**src/rtl/cpu_fetch_pkg.sv**
```systemverilog
// rtl/cpu_fetch_pkg.sv - shared state encoding for the fetch buffer controller
package cpu_fetch_pkg;

    typedef enum logic [1:0] {
        IDLE      = 2'b00,
        REQ       = 2'b01,
        WAIT_FREE = 2'b11,
        REDIR     = 2'b10
    } fetch_state_e;

endpackage

```
**src/rtl/fetch_ptr_ctr.sv**
```systemverilog
// rtl/fetch_ptr_ctr.sv - wrap-around slot pointer with clear and increment
module fetch_ptr_ctr #(
    parameter int W = 1
) (
    input  logic         clk,
    input  logic         rst_n,
    input  logic         clr_i,
    input  logic         inc_i,
    output logic [W-1:0] ptr_o
);

    logic [W-1:0] ptr_q;

    // Slot count is a power of two, so natural overflow is the wrap.
    always_ff @(posedge clk or negedge rst_n) begin
        if (!rst_n) begin
            ptr_q <= '0;
        end else if (clr_i) begin
            ptr_q <= '0;
        end else if (inc_i) begin
            ptr_q <= ptr_q + W'(1);
        end
    end

    assign ptr_o = ptr_q;

endmodule

```
**src/rtl/fetch_buf_ctrl.sv**
```systemverilog
// rtl/fetch_buf_ctrl.sv - circular fetch buffer controller between I-cache and decode
module fetch_buf_ctrl
    import cpu_fetch_pkg::*;
#(
    parameter  int NUM_ENTRIES = 2,
    localparam int PTR_W       = $clog2(NUM_ENTRIES),
    localparam int CNT_W       = $clog2(NUM_ENTRIES + 1)
) (
    input  logic                   clk,
    input  logic                   rst_n,
    input  logic                   fetch_en,
    input  logic                   flush,
    input  logic                   ic_ack,
    input  logic                   de_consume,
    output logic                   ic_req,
    output logic [NUM_ENTRIES-1:0] ld_buf,
    output logic [NUM_ENTRIES-1:0] valid_vec,
    output logic [PTR_W-1:0]       rd_ptr,
    output logic [PTR_W-1:0]       wr_ptr,
    output logic [CNT_W-1:0]       count,
    output logic                   full,
    output logic                   empty
);

    fetch_state_e           state_q, state_d;
    logic [CNT_W-1:0]       count_q, count_d;
    logic [NUM_ENTRIES-1:0] valid_q, valid_d;
    logic                   fill, take;

    assign full   = (count_q == CNT_W'(NUM_ENTRIES));
    assign empty  = (count_q == '0);
    assign ic_req = (state_q == REQ);
    assign fill   = ic_req & ic_ack & ~flush;
    assign take   = de_consume & ~empty & ~flush;
    assign ld_buf = fill ? (NUM_ENTRIES'(1) << wr_ptr) : '0;

    fetch_ptr_ctr #(.W(PTR_W)) u_rd_ptr (
        .clk   (clk),
        .rst_n (rst_n),
        .clr_i (flush),
        .inc_i (take),
        .ptr_o (rd_ptr)
    );

    fetch_ptr_ctr #(.W(PTR_W)) u_wr_ptr (
        .clk   (clk),
        .rst_n (rst_n),
        .clr_i (flush),
        .inc_i (fill),
        .ptr_o (wr_ptr)
    );

    always_comb begin
        valid_d = valid_q;
        count_d = count_q;
        if (flush) begin
            valid_d = '0;
            count_d = '0;
        end else begin
            if (fill) valid_d[wr_ptr] = 1'b1;
            if (take) valid_d[rd_ptr] = 1'b0;
            case ({fill, take})
                2'b10:   count_d = count_q + CNT_W'(1);
                2'b01:   count_d = count_q - CNT_W'(1);
                default: count_d = count_q;
            endcase
        end
    end

    always_comb begin
        state_d = state_q;
        if (flush) begin
            state_d = REDIR;
        end else begin
            case (state_q)
                IDLE: begin
                    if (fetch_en) state_d = full ? WAIT_FREE : REQ;
                end
                REQ: begin
                    // A fill into the last free slot parks us so ic_req never sees full.
                    if (!fetch_en && !fill)
                        state_d = IDLE;
                    else if (fill && !take && count_q == CNT_W'(NUM_ENTRIES - 1))
                        state_d = WAIT_FREE;
                end
                WAIT_FREE: begin
                    if (take) state_d = fetch_en ? REQ : IDLE;
                end
                REDIR: begin
                    state_d = fetch_en ? REQ : IDLE;
                end
                default: state_d = IDLE;
            endcase
        end
    end

    always_ff @(posedge clk or negedge rst_n) begin
        if (!rst_n) begin
            state_q <= IDLE;
            count_q <= '0;
            valid_q <= '0;
        end else begin
            state_q <= state_d;
            count_q <= count_d;
            valid_q <= valid_d;
        end
    end

    assign valid_vec = valid_q;
    assign count     = count_q;

endmodule

```
**config.mk**
```make
export PLATFORM = sky130hd
export DESIGN_NAME = fetch_buf_ctrl
export DESIGN_NICKNAME = d
export VERILOG_FILES = /design/src/rtl/cpu_fetch_pkg.sv /design/src/rtl/fetch_ptr_ctr.sv /design/src/rtl/fetch_buf_ctrl.sv
export SDC_FILE = /design/constraint.sdc
export NUM_CORES = 1
export LEC_CHECK = 0
export CORE_AREA = 2 2 39 41
export DETAILED_ROUTE_END_ITERATION = 6
export DIE_AREA = 0 0 41 43
export PLACE_DENSITY = 0.75
export SETUP_SLACK_MARGIN = 0.5
export SLEW_MARGIN = 10
export SYNTH_ARGS = -nofsm -noshare
export SYNTH_HDL_FRONTEND = slang
export SYNTH_HIERARCHICAL = 1
export SYNTH_SLANG_ARGS = --single-unit
```
**constraint.sdc**
```tcl
create_clock -name clk -period 1.9 [get_ports clk]
set_input_delay 0.38 -clock clk [delete_from_list [all_inputs] [get_ports clk]]
set_output_delay 0.38 -clock clk [all_outputs]
set_load 0.03 [all_outputs]
```
==> impl_metrics.env, run 1 <==
export IMPL_p_int_mw=0.490
export IMPL_critical_path_required_ns=1.52
export IMPL_vias=459
export IMPL_insertedDiodeCount=0
export IMPL_synth_top_area_share=0.440
export IMPL_io_pins=17
export IMPL_switchingPower_mw=0.276
export IMPL_netlist_top_cells_area="dfrtp_1, ha_1, nor2_1"
export IMPL_path_max_fanout=3
export IMPL_cp_end_kind="output port"
export IMPL_grt_pass1_wl_um=1700
export IMPL_start_util=0.329
export IMPL_hold_class="in2async"
export IMPL_cts_clk_slew_worst_paths_ns=0.06
export IMPL_vias_per_cell=4.83
export IMPL_synthToLayoutAreaGrowth_pct=91.2
export IMPL_synth_async_reset_ratio=1.00
export IMPL_hold_violations=0
export IMPL_fmax_mhz=575
export IMPL_crit_type="reg2out"
export IMPL_syn_inst=44
export IMPL_cts_sinks=8
export IMPL_dominantRegCellSynth="dfrtp_1"
export IMPL_r2r_start="state_q[0]"
export IMPL_cts_inserted_buffers=3
export IMPL_post_dp_hpwl_um=785
export IMPL_cts_tree="done"
export IMPL_synth_nets=53
export IMPL_first_pass_iters=4
export IMPL_cts_max_level=1
export IMPL_sw_frac_of_total=0.360
export IMPL_setup_tns_ns=0
export IMPL_reg2reg_depth=6
export IMPL_comb_power_share=0.531
export IMPL_clock_latency_ns=0.26
export IMPL_place_area_sq_um=684
export IMPL_cp_cell_sequence="nor4bb_2, buf_4, and2b_2, buf_6"
export IMPL_period_share=0.916
export IMPL_die_area_sq_mm=0.00176
export IMPL_worst_slew_pin_slew_ns=0.375
export IMPL_final_max_slew_violation_count=0
export IMPL_p_total_mw=0.767
export IMPL_synth_top_cell_by_area="dfrtp_1"
export IMPL_die_x_um=41
export IMPL_slew_headroom=0.749
export IMPL_cp_endpoint="ld_buf[0]"
export IMPL_nets=89
export IMPL_r2r_slack_ns=0.39
export IMPL_portBuffers=16
export IMPL_timing_max_cap_violations=0
export IMPL_synth_seq_cells=8
export IMPL_cts_hold_fix_buffers=0
export IMPL_rsz0062_at_grt="true"
export IMPL_clockPowerShare=0.187
export IMPL_r2r_end="count[1]"
export IMPL_grt_overflow_total=0
export IMPL_status="completed"
export IMPL_die_h_um=43
export IMPL_post_place_ws_ns=-0.0768
export IMPL_wl_per_cell_um=12.6
export IMPL_clockRootBuffer="clkbuf_4"
export IMPL_grt_pass1_vias=411
export IMPL_finalNonFillerCells=95
export IMPL_p_leak_nw=0.383
export IMPL_setup_ws_ns=0.160
export IMPL_drcViolationCount=0
export IMPL_synthMostInstantiatedCell="dfrtp_1"
export IMPL_synth_common_cells="dfrtp_1, nor2_1, inv_1, ha_1, nand3_1"
export IMPL_drive_above_1_share=0.544
export IMPL_gp_congestion=0.765
export IMPL_row_count=14
export IMPL_crit_start="state_q[1]"
export IMPL_drtIter0Drc=5
export IMPL_power_density_mw_per_mm2=880
export IMPL_core_area_sq_mm=0.00138
export IMPL_synth_edf_count=0
export IMPL_critical_path_arrival_ns=1.36
export IMPL_grt_max_degree=9
export IMPL_place_inst=81
export IMPL_min_period_ns=1.74
export IMPL_start_kind="flip-flop"
export IMPL_syn_area_per_cell_sq_um=10.4
export IMPL_ant_nets=0
export IMPL_synth_cell_types=20
export IMPL_grt_use_total=0.147
export IMPL_synthesis_area_sq_um=455
export IMPL_routed_wl_um=1200
export IMPL_critPathSlowestCell="dfrtp_1"
export IMPL_final_area_sq_um=871
export IMPL_skew_ns=0.0109
export IMPL_antenna_found_initial=0
export IMPL_yosysWarnings=6
export IMPL_p_seq_frac=0.281
export IMPL_setup_viol=0
export IMPL_cts_buffer_depth=2
export IMPL_synth_seq_area_share=0.440
export IMPL_critPathMaxStageDelay_ns=0.39
export IMPL_peakVddDrop_mv=0.592
==> worst min-delay path by stage <==
stage | slack (ns) | end | from
after detailed placement | 0.49 | valid_vec[1] | valid_vec[1]
after floorplan | 0.08 | count[0] | rst_n
after global routing | 0.43 | u_wr_ptr/ptr_o | rst_n
final | 0.40 | valid_vec[0] | rst_n
after CTS | 0.39 | u_wr_ptr/ptr_o | rst_n
after global placement | 0.49 | valid_vec[1] | valid_vec[1]
==> routing by layer <==
| metal | GRT usage | vias to the layer above | wire [um] |
|---|---|---|---|
| li1 | - | 224 | - |
| met1 | 0.197 | 215 | 505 |
| met2 | 0.209 | 18 | 585 |
| met3 | 0.0209 | 2 | 82 |
| met4 | 0.100 | 0 | 23 |
| met5 | 0 | - | 0 |
==> sequential cells by signal, summed over array words and instances (netlist names) <==
name and count:
valid_vec 2, count 2, state_q 2, u_wr_ptr/ptr_o 1, u_rd_ptr/ptr_o 1
==> worst max-delay path, delay by kind of cell, from the launching register on <==
kind          cells  cell delay (ns)
flops             1             0.39
buf+inv           2             0.29
simple gates      2             0.42
==> area by class of cell <==
| cell class | instances | area [sq um] |
|---|---|---|
| inverter | 4 | 20.0 |
| clock buffer | 4 | 26.3 |
| tap | 16 | 20.0 |
| multi-input combinational | 31 | 293 |
| sequential | 8 | 203 |
| fill | 135 | 513 |
| timing repair buffer | 32 | 309 |
==> cell families (layout without fill, tap and decap cells) <==
| family | count (synthesis) | after routing | share of synthesized area |
|---|---|---|---|
| AOI/OAI and AO/OA | 8 | 8 | 0.135 |
| DFF | 8 | 8 | 0.440 |
| adders and majority gates | 3 | 3 | 0.0824 |
| xor gates and xnor gates | 3 | 3 | 0.0879 |
| buffers and inverters | 5 | 40 | 0.0494 |
| and+or+nand+nor | 17 | 17 | 0.206 |
==> through the flow <==
stage	utilization	hold slack, ns
2_1_floorplan	-	0.0844
3_3_place_gp	0.495	0.485
3_5_place_dp	0.495	0.492
4_1_cts	0.554	0.395
5_1_grt	0.629	0.432
6_report	0.629	0.398
==> repair_timing <==
action / 4_1_cts / 5_1_grt
resized for setup: 39 / 24
buffers inserted: 4 / 6
endpoints found under the hold margin: 0 / 0
endpoints found under the setup margin: 16 / 13
pin swaps: 2 / 3
==> layout by cell type (no fill, tap or decap), types with 2 or more instances in the layout <==
cell and n:
a21oi_1 2, buf_4 12, buf_6 9, clkbuf_4 3
clkdlybuf4s15_1 2, clkdlybuf4s15_2 3, clkdlybuf4s50_1 3, dfrtp_1 6
dfrtp_2 2, ha_4 2, inv_1 2, inv_4 2
nand3_1 3, nor2_1 5, nor2_4 2, o21a_1 2
xnor2_1 2
==> power by group through the flow <==
stage | clock, mW | combinational, mW | sequential (mW)
floorplan | 0 | 0.167 | 0.244
global placement | 0 | 0.289 | 0.217
detailed placement | 0 | 0.295 | 0.218
CTS | 0.151 | 0.322 | 0.210
global route | 0.155 | 0.444 | 0.219
finish | 0.144 | 0.407 | 0.216
Note: power is estimated with default switching activity, not from simulation.
==> inputs of run 2 (changes only) <==
Settings changed: GPL_ROUTABILITY_DRIVEN set to 0.
==> results of run 2 <==
The final DEF is identical to that of run 1; final timing and power are the same.
==> inputs of run 3 (changes only) <==
Settings changed: SETUP_SLACK_MARGIN 0.5 to not set.
==> run 3 against run 2 <==
  * Worst setup slack lost 0.064 ns
  * Non-clock buffer count decreased by 11
  * Worst hold slack gained 0.0077 ns
  * First-iteration DRC count is 20% higher
  * Critical path depth unchanged
  * Global-route usage fell by 1.3 points
  * Sequential cell count unchanged
==> impl_metrics.env, run 3 (synthesized netlist as in run 1, its figures left out) <==
export IMPL_switchingPower_mw=0.218
export IMPL_clockRootBuffer="clkbuf_4"
export IMPL_peakVddDrop_mv=0.362
export IMPL_sw_frac_of_total=0.361
export IMPL_cts_tree="done"
export IMPL_r2r_start="count[0]"
export IMPL_ant_nets=0
export IMPL_vias=394
export IMPL_comb_power_share=0.437
export IMPL_crit_start="state_q[1]"
export IMPL_critical_path_arrival_ns=1.42
export IMPL_cts_setup_buffers=0
export IMPL_clockPowerShare=0.208
export IMPL_top_usage_layer="met1"
export IMPL_min_period_ns=1.80
export IMPL_power_density_mw_per_mm2=851
export IMPL_period_share=0.950
export IMPL_timing_max_cap_violations=0
export IMPL_synthToLayoutAreaGrowth_pct=55.5
export IMPL_nets=78
export IMPL_p_int_mw=0.385
export IMPL_drive_above_1_share=0.224
export IMPL_p_seq_frac=0.355
export IMPL_grt_pass1_vias=366
export IMPL_final_core_util=0.512
export IMPL_fmax_mhz=554
export IMPL_vias_per_cell=4.75
export IMPL_routed_wl_um=969
export IMPL_post_place_ws_ns=-0.119
export IMPL_core_area_sq_mm=0.00138
export IMPL_drcViolationCount=0
export IMPL_slew_headroom=0.765
export IMPL_die_h_um=43
export IMPL_p_total_mw=0.602
export IMPL_seq_area_sq_um=201
export IMPL_use_met1=0.186
export IMPL_place_inst=80
export IMPL_grt_max_degree=9
export IMPL_post_dp_hpwl_um=739
export IMPL_grt_overflow_total=0
export IMPL_hold_class="in2async"
export IMPL_grtUsageMet3=0.0314
export IMPL_critical_path_required_ns=1.52
export IMPL_cts_sinks=8
export IMPL_start_kind="flip-flop"
export IMPL_antenna_found_initial=0
export IMPL_wl_per_cell_um=11.7
export IMPL_cts_clk_slew_worst_paths_ns=0.06
export IMPL_cp_end_kind="output port"
export IMPL_grt_use_total=0.134
export IMPL_n_fill_cell=140
export IMPL_crit_type="reg2out"
export IMPL_cts_inserted_buffers=3
export IMPL_path_max_fanout=6
export IMPL_drtIter0Drc=6
export IMPL_setup_viol=0
export IMPL_insertedDiodeCount=0
export IMPL_skew_ns=0.00508
export IMPL_portBuffers=16
export IMPL_p_leak_nw=0.337
export IMPL_clock_latency_ns=0.25
export IMPL_met2_usage=0.181
export IMPL_start_util=0.329
export IMPL_multi_input_area_sq_um=248
export IMPL_io_pins=17
export IMPL_layout_commonest_cell="clkdlybuf4s50_1"
export IMPL_grt_pass1_wl_um=1550
export IMPL_setup_ws_ns=0.0959
export IMPL_worst_slew_pin_slew_ns=0.352
export IMPL_hold_violations=0
export IMPL_rsz0062_at_grt="false"
export IMPL_first_pass_iters=2
export IMPL_cts_buffer_depth=2
export IMPL_row_count=14
export IMPL_die_area_sq_mm=0.00176
export IMPL_die_x_um=41
export IMPL_finalNonFillerCells=83
export IMPL_final_cell_mix="clkdlybuf4s50_1, nor2_1, dfrtp_1, buf_4, inv_1"
export IMPL_final_max_slew_violation_count=0
export IMPL_status="completed"
export IMPL_cts_max_level=1
run 3: changes by cell type in the layout (fill, tap and decap cells not counted), moves of 3 or more:
cell	before	now
clkdlybuf4s15_2	3	0
buf_4	12	5
buf_6	9	2
clkdlybuf4s50_1	3	9
run 3: through the flow:
step	hold slack [ns]	area [sq um]	TNS, ns
2_1_floorplan	0.0844	455	0
3_3_place_gp	0.484	661	-0.307
3_5_place_dp	0.484	661	-0.231
4_1_cts	0.412	702	0
5_1_grt	0.424	708	0
6_report	0.405	708	0
run 3: repair_timing:
item	4_1_cts	5_1_grt
endpoints found under the setup margin	4	3
resized for setup	7	3
hold buffers	0	0
pin swaps	1	0
run 3: final timing paths:
check,end,slack (ns),cells past startpoint
hold reg to reg,valid_vec[1],0.50,1
hold / removal,valid_vec[1],0.41,1
setup / recovery,ld_buf[0],0.1,4
max in group asynchronous,state_q[1],1.21,1
min in group clk,valid_vec[1],0.50,1
setup reg to reg,count[1],0.30,5
run 3: power by group through the flow:
stage | clock network, mW | registers (mW) | logic [mW]
floorplan | 0 | 0.240 | 0.144
global placement | 0 | 0.213 | 0.273
detailed placement | 0 | 0.214 | 0.276
CTS | 0.134 | 0.213 | 0.268
global route | 0.147 | 0.216 | 0.292
finish | 0.126 | 0.214 | 0.263
run 3: critical path, cell delays in order, from the launching register on:
cell      delay, ns
dfrtp_2        0.45
nor4bb_4       0.30
buf_4          0.16
and2b_2        0.15
buf_6          0.13
run 3: layer usage:
metal	vias to the layer above	routed length [um]
li1	198	-
met1	180	476
met2	14	414
met3	2	67
met4	0	10
met5	-	0
run 3: final cells by class:
cell class	instances	share of cell area
well taps	16	0.0283
repair buffers	21	0.284
flip-flops and latches	8	0.284
clock buffers	3	0.0318
multi-input cells	31	0.350
inverters	4	0.0212
